### src/rtl/cache_pkg.sv
// ---------------------------------------------------------------------------
// cache_pkg
// Types local to the cache/memory side of the CPU. arb_state_t is the state
// of the instruction/data cache arbiter in front of the single RAM port.
// ---------------------------------------------------------------------------
package cache_pkg;

   typedef enum logic [1:0] {
      IDLE   = 2'd0,
      IGRANT = 2'd1,
      DGRANT = 2'd2
   } arb_state_t;

endpackage : cache_pkg

### src/rtl/cpu_types_pkg.sv
// ---------------------------------------------------------------------------
// cpu_types_pkg
// Shared CPU-side types: the 32-bit word and the RAM handshake state that the
// memory reports back to whoever currently drives the shared RAM port.
// ---------------------------------------------------------------------------
package cpu_types_pkg;

   typedef logic [31:0] word_t;

   // FREE: idle, BUSY: working, ACCESS: data/ack valid this cycle,
   // ERROR: transient failure, the requester keeps the request up and retries.
   typedef enum logic [1:0] {
      FREE   = 2'd0,
      BUSY   = 2'd1,
      ACCESS = 2'd2,
      ERROR  = 2'd3
   } ramstate_t;

endpackage : cpu_types_pkg

### src/rtl/mem_arbiter.sv
// ---------------------------------------------------------------------------
// mem_arbiter
// Arbitrates one shared RAM port between the icache (read only) and the
// dcache (read/write). The dcache has priority, except that after
// STARVE_LIMIT back-to-back dcache completions with the icache waiting, the
// icache is granted next. Every transaction is followed by one IDLE cycle.
//
// Parameters
//   STARVE_LIMIT : max consecutive dcache grants while iREN waits (>= 1)
//   CNT_W        : width of the optional performance counters (>= 1)
//
// Ports
//   CLK, nRST                       clock (rising edge), async active-low reset
//   iREN, iaddr / iwait, iload      icache request and response
//   dREN, dWEN, daddr, dstore       dcache request (dWEN wins over dREN)
//   dwait, dload                    dcache response
//   ramREN, ramWEN, ramaddr,
//   ramstore                        shared RAM request port
//   ramstate, ramload               RAM handshake state and read data
//   icnt, dcnt, stallcnt            performance counters, only present when
//                                   MEM_ARBITER_PERF_EN is defined
//
// Build option: `define MEM_ARBITER_PERF_EN adds the counter outputs.
// ---------------------------------------------------------------------------
module mem_arbiter
   import cpu_types_pkg::*;
   import cache_pkg::*;
#(
   parameter int unsigned STARVE_LIMIT = 4,
   parameter int unsigned CNT_W        = 32
) (
   input  logic      CLK,
   input  logic      nRST,
   // icache side
   input  logic      iREN,
   input  word_t     iaddr,
   output logic      iwait,
   output word_t     iload,
   // dcache side
   input  logic      dREN,
   input  logic      dWEN,
   input  word_t     daddr,
   input  word_t     dstore,
   output logic      dwait,
   output word_t     dload,
   // shared RAM port
   output logic      ramREN,
   output logic      ramWEN,
   output word_t     ramaddr,
   output word_t     ramstore,
   input  ramstate_t ramstate,
   input  word_t     ramload
`ifdef MEM_ARBITER_PERF_EN
   ,
   output logic [CNT_W-1:0] icnt,
   output logic [CNT_W-1:0] dcnt,
   output logic [CNT_W-1:0] stallcnt
`endif
);

   localparam int unsigned     SC_W   = $clog2(STARVE_LIMIT + 1);
   localparam logic [SC_W-1:0] SC_MAX = SC_W'(STARVE_LIMIT);

   // Elaboration-time guard on parameter values.
   if ((STARVE_LIMIT < 32'd1) || (CNT_W < 32'd1)) begin : g_param_check
      $error("mem_arbiter: STARVE_LIMIT and CNT_W must both be at least 1");
   end

   arb_state_t      state_q, state_d;
   logic [SC_W-1:0] starve_cnt_q, starve_cnt_d;

   logic d_req_s;
   logic starving_s;
   logic i_done_s;
   logic d_done_s;

   assign d_req_s    = dREN | dWEN;
   assign starving_s = iREN && (starve_cnt_q == SC_MAX);
   // A completion needs the requester still asserting its enable; a dropped
   // request that happens to meet an ACCESS is not counted.
   assign i_done_s   = (state_q == IGRANT) && iREN    && (ramstate == ACCESS);
   assign d_done_s   = (state_q == DGRANT) && d_req_s && (ramstate == ACCESS);

   // Next-state arbitration.
   always_comb begin
      state_d = state_q;
      case (state_q)
         IDLE: begin
            if (d_req_s && !starving_s) begin
               state_d = DGRANT;
            end else if (iREN) begin
               state_d = IGRANT;
            end else begin
               state_d = IDLE;
            end
         end
         // BUSY/ERROR hold the grant; ACCESS or a dropped request ends it.
         IGRANT: begin
            if (!iREN || (ramstate == ACCESS)) begin
               state_d = IDLE;
            end else begin
               state_d = IGRANT;
            end
         end
         DGRANT: begin
            if (!d_req_s || (ramstate == ACCESS)) begin
               state_d = IDLE;
            end else begin
               state_d = DGRANT;
            end
         end
         default: state_d = IDLE;
      endcase
   end

   // Starvation counter: counts dcache completions seen by a waiting icache.
   always_comb begin
      starve_cnt_d = starve_cnt_q;
      if (!iREN || i_done_s) begin
         starve_cnt_d = '0;
      end else if (d_done_s && (starve_cnt_q != SC_MAX)) begin
         starve_cnt_d = starve_cnt_q + SC_W'(1);
      end else begin
         starve_cnt_d = starve_cnt_q;
      end
   end

   // State and starvation counter registers.
   always_ff @(posedge CLK or negedge nRST) begin
      if (!nRST) begin
         state_q      <= IDLE;
         starve_cnt_q <= '0;
      end else begin
         state_q      <= state_d;
         starve_cnt_q <= starve_cnt_d;
      end
   end

   // RAM port decode from the registered grant state.
   always_comb begin
      ramREN   = 1'b0;
      ramWEN   = 1'b0;
      ramaddr  = '0;
      ramstore = '0;
      case (state_q)
         IGRANT: begin
            ramREN  = 1'b1;
            ramaddr = iaddr;
         end
         DGRANT: begin
            // A write+read request is issued as a write.
            ramWEN   = dWEN;
            ramREN   = dREN & ~dWEN;
            ramaddr  = daddr;
            ramstore = dstore;
         end
         default: begin
            ramREN   = 1'b0;
            ramWEN   = 1'b0;
            ramaddr  = '0;
            ramstore = '0;
         end
      endcase
   end

   assign iwait = !((state_q == IGRANT) && (ramstate == ACCESS));
   assign dwait = !((state_q == DGRANT) && (ramstate == ACCESS));
   assign iload = ramload;
   assign dload = ramload;

`ifdef MEM_ARBITER_PERF_EN
   logic [CNT_W-1:0] icnt_q, dcnt_q, stallcnt_q;
   logic             stall_s;

   // One stall count per cycle in which either requester is held off.
   assign stall_s = (iwait && iREN) || (dwait && d_req_s);

   // Performance counters; all wrap naturally at 2^CNT_W.
   always_ff @(posedge CLK or negedge nRST) begin
      if (!nRST) begin
         icnt_q     <= '0;
         dcnt_q     <= '0;
         stallcnt_q <= '0;
      end else begin
         if (i_done_s) begin
            icnt_q <= icnt_q + CNT_W'(1);
         end
         if (d_done_s) begin
            dcnt_q <= dcnt_q + CNT_W'(1);
         end
         if (stall_s) begin
            stallcnt_q <= stallcnt_q + CNT_W'(1);
         end
      end
   end

   assign icnt     = icnt_q;
   assign dcnt     = dcnt_q;
   assign stallcnt = stallcnt_q;
`endif

endmodule : mem_arbiter
### config.mk
export PLATFORM = sky130hd
export DESIGN_NAME = mem_arbiter
export DESIGN_NICKNAME = d
export VERILOG_FILES = /design/src/rtl/cache_pkg.sv /design/src/rtl/cpu_types_pkg.sv /design/src/rtl/mem_arbiter.sv
export SDC_FILE = /design/constraint.sdc
export NUM_CORES = 1
export LEC_CHECK = 0
export CELL_PAD_IN_SITES_DETAIL_PLACEMENT = 0
export CELL_PAD_IN_SITES_GLOBAL_PLACEMENT = 1
export CORE_AREA = 2 2 118 120
export DETAILED_ROUTE_END_ITERATION = 16
export DIE_AREA = 0 0 120 122
export PLACE_DENSITY = 0.85
export RECOVER_POWER = 50
export REMOVE_ABC_BUFFERS = 1
export SLEW_MARGIN = 10
export SYNTH_ARGS = -nofsm -noshare
export SYNTH_HDL_FRONTEND = slang
export SYNTH_SLANG_ARGS = --single-unit
### constraint.sdc
create_clock -name CLK -period 1.6 [get_ports CLK]
set_input_delay 0.24 -clock CLK [delete_from_list [all_inputs] [get_ports CLK]]
set_output_delay 0.24 -clock CLK [all_outputs]
set_load 0.02 [all_outputs]
Word-level counts from Yosys, hierarchy flattened
Index checks and enable logic that the tools add are counted.

Bitwise logic cells: 3. Multiplexer cells: 11. Equal/unequal tests: 5. Reduce and logical (&&, ||, !) cells: 19. Add/subtract/negate cells: 1.

Operators by type and width (number): 32-bit case mux with 2 select lines (1); 32-bit two-way mux (1); 1-bit logical AND (9); 3-bit two-way mux (2); 2-bit case mux with 3 select lines (1); 1-bit logical NOT (5); 2-bit == test, second input constant (2); 2-bit two-way mux (2); 3-bit by 1-bit adder with 3-bit output, second input constant (1); 3-bit == test, second input constant (1); 1-bit logical OR (3); 1-bit two-way mux (3); 3-bit inequality test, second input constant (1); 2-bit by 1-bit == test with 1-bit output, second input constant (1); 2-bit logical NOT (1); 1-bit case mux with 2 select lines (1); 2-bit nonzero test (1); 1-bit bitwise AND (1); 1-bit NOT (1); 1-bit OR (1).

Flip-flop bits (word level): 5. Input bits: 135. Output and inout bits: 132. Word-level logic and storage cells: 41.

Depth between registers and ports, before layout
Word-level depth: 6. Depth in mapped cells: 7. Gate-level depth less buffers: 5.

Worst setup path after synthesis
No wires, ideal clock.

Kind: reg2out. From: register state_q[0]. To: output port ramaddr[10]. Path buffers: 2. Cell stages (with the launch flop): 7. Slack: -75 ps. Arrival: 1435 ps. Required time: 1360 ps. Cells stage by stage: dfrtp_1 inv_1 ha_1 buf_4 clkbuf_1 a22oi_1 nor2b_1.

Cells in the longest elaborated chain, start to end: 2. Elaborated cells on any way between the ends: 3. Classes of those cells: 2 x eq/ne; 1 x mux.

Ends and longest elaborated chain: start: declaration (RTL line mem_arbiter.sv:69) `arb_state_t state_q, state_d;`; start signal: assignment (RTL line mem_arbiter.sv:134) `state_q <= state_d;`; 2-bit == test / 2-bit by 1-bit == test with 1-bit output (equally long branches) (RTL line mem_arbiter.sv:145) `case (state_q)`; 32-bit case mux with 2 select lines (*) (RTL line mem_arbiter.sv:145); end: declaration (RTL line mem_arbiter.sv:49) `output word_t ramaddr,`.

Mark *: on every way between the ends. The rest lies on a longest branch, timed or not.

Final worst setup path
From: register state_q[0]. To: output port ramaddr[8].

Same word-level chain as after synthesis.

==> impl_metrics.tcl <==
set metrics [dict create \
    outcome "finished, violations left" \
    violations "setup timing" \
    net-switching-power_uw 1600 \
    swShare 0.406 \
    tightest_slew_ns 0.442 \
    overflow 0 \
    hpwl_um 7190 \
    p_clk_frac 0.107 \
    grt_antenna_before_repair 0 \
    cts_buffers 3 \
    yosysSeqAreaShare 0.0799 \
    htree_levels 1 \
    dpl.cell_count 502 \
    setup_viol 49 \
    hp-class "input port to asynchronous set/reset pin" \
    wirelength_um 9480 \
    finClkSkew_ns 0.000989 \
    p_total_uw 3940 \
    synth_area_um2 1570 \
    seqPwrFrac 0.042 \
    first_global_vias 2016 \
    io_buffers 170 \
    mostFrequentLayoutCell "clkdlybuf4s50_1" \
    ir_drop_mv 0.411 \
    drt-initial-drc-count 72 \
    grt_usage 0.115 \
    period_minus_slack_ns 1.81 \
    drive_gt1_frac 0.445 \
    maxUsedRoutingLayer "met5" \
    drc 0 \
    cts.reportedPaths.clkPinSlew_ns 0.03 \
    maxCapViolCount 0 \
    crit_path_end_kind "output pin" \
    clock_latency_ns 0.23 \
    die-area_um2 14600 \
    num_vias 2066 \
    hold_violations 0 \
    final_nets 479 \
    fmax_mhz 551 \
    critPathArrivalTime_ns 1.57 \
    dpl_worst_slack_ns -0.504 \
    ys_types 25 \
    design.portCount 267 \
    met1_length_um 3560 \
    synth_cells 216 \
    place.gp.congestion 0.687 \
    die_w_um 120 \
    regToRegStartpoint "state_q[0]" \
    required_ns 1.36 \
    vias_per_cell 4.00 \
    dieHeight_um 122 \
    combPwrFrac 0.851 \
    placeableCoreArea_um2 13500 \
    p_int_uw 2340 \
    yosysWarnings 0 \
    firstDrtPassIters 6 \
    start_kind "register" \
    clockBufferDepth 2 \
    postRouteAntennaNets 0 \
    r2r_cells 8 \
    synth-seq-cells 5 \
    cts_root_buf "clkbuf_16" \
    drv_slew 0 \
    syn_area_per_cell_um2 7.25 \
    fin_crit_sh 1.13 \
    tritoncts "built" \
    reg2reg_to "starve_cnt_q[2]" \
    wl_met3_um 1500 \
    power_density_nw_per_um2 1090 \
    met2_length_um 4250 \
    p_leak_uw 0.00143 \
    antennaDiodeCount 0 \
    timing_worst_setup_path_type "register to output pin" \
    area_delta_synth_final_pct 130 \
    critPathCapture "ramaddr[8]" \
    regToRegSetupSlack_ns -0.16 \
    final_cell_mix "clkdlybuf4s50_1, buf_4, buf_6, nor2b_1, a22oi_2" \
    rsz0062_at_grt "true" \
    grt_pass1_wl_um 12500 \
    start_util 0.116 \
    holdBufCountCts 0 \
    fin_ws_ns -0.213 \
    relSlewSlack 0.705 \
    wl_per_cell_um 18.3 \
    instances_no_fill 517 \
    rows 43 \
    grt_start_max_net_pins 28 \
    startpoint "state_q[0]" \
    cp_max_fo 9 \
    cts_sinks 5 \
]
[cell families after synthesis]
group                    count (synthesis)  share of synthesized area
adder cells (fa/ha/maj)                  6                     0.0480
AND/OR/NAND/NOR                         78                      0.315
buffers and inverters                   85                      0.363
flip-flops                               5                     0.0799
AO/OA/AOI/OAI                           42                      0.194
[synth_stat cells, drive strengths merged]
cell type,instances,area share
a21oi,3,0.0096
a22oi,34,0.16
and2,33,0.13
buf,69,0.32
clkbuf,10,0.024
clkinv,1,0.0024
dfrtp,5,0.080
ha,6,0.048
inv,5,0.012
nand2,2,0.0048
nand2b,1,0.0040
nand3,1,0.0032
nand3b,2,0.018
nor2,2,0.0048
nor2b,32,0.13
nor3,1,0.0032
nor3b,1,0.0048
o21a,1,0.0048
o21ai,2,0.0064
o2bb2ai,1,0.0056
o31ai,1,0.0048
or3,2,0.0080
or4,1,0.0048
[through the flow]
stage	utilization	TNS (ns)	area [um^2]	hold WS, ns
6_report	0.266	-6.40	3600	0.253
5_1_grt	0.266	-10.93	3600	0.263
4_1_cts	0.251	-6.04	3390	0.254
3_5_place_dp	0.230	-26.47	3100	0.480
3_3_place_gp	0.230	-23.53	3100	0.480
2_1_floorplan	-	-44.81	1020	-0.0556
[state kept, by name (all words and copies together), names as in the netlist]
signal / flops
state_q: 2
starve_cnt_q: 3
[worst min-delay path by stage]
stage	to	slack [ns]	cells after the start
after floorplan	starve_cnt_q[0]	-0.06	0
after global placement	starve_cnt_q[0]	0.48	1
after detailed placement	iload[18]	0.48	0
after CTS	state_q[0]	0.25	1
after global routing	starve_cnt_q[1]	0.26	1
final	state_q[0]	0.25	1
[power by group through the flow]
stage / logic (uW) / clock network, uW / registers, uW
2_1_floorplan: 1230 / 0 / 153
3_3_place_gp: 2600 / 0 / 155
3_5_place_dp: 2630 / 0 / 156
4_1_cts: 3100 / 427 / 165
5_1_grt: 3550 / 436 / 167
6_report: 3350 / 421 / 165
[metal layers]
| layer | vias up | global-route usage |
|---|---|---|
| li1 | 899 | - |
| met1 | 961 | 0.125 |
| met2 | 187 | 0.175 |
| met3 | 14 | 0.0880 |
| met4 | 5 | 0.0169 |
| met5 | - | 0.0625 |
[worst max-delay path, cell delays in order (launching register included)]
cell and delay [ns]:
dfrtp_1 0.36, inv_2 0.06, buf_6 0.12, ha_4 0.33, buf_12 0.13, nor2b_1 0.17, buf_4 0.16
[cell type report]
cell class,instances,area [um^2]
sequential,5,126
tap,180,225
timing repair buffer,196,2030
inverter,6,22.5
fill,1419,9910
clock buffer,4,78.8
multi-input combinational,126,1120
[timing repair]
action	CTS	global route
cloned	3	2
setup endpoints to repair	71	71
buffers inserted	5	1
gates resized for setup	407	37
pin swaps	3	6
Note: power is estimated with default switching activity, not from simulation.
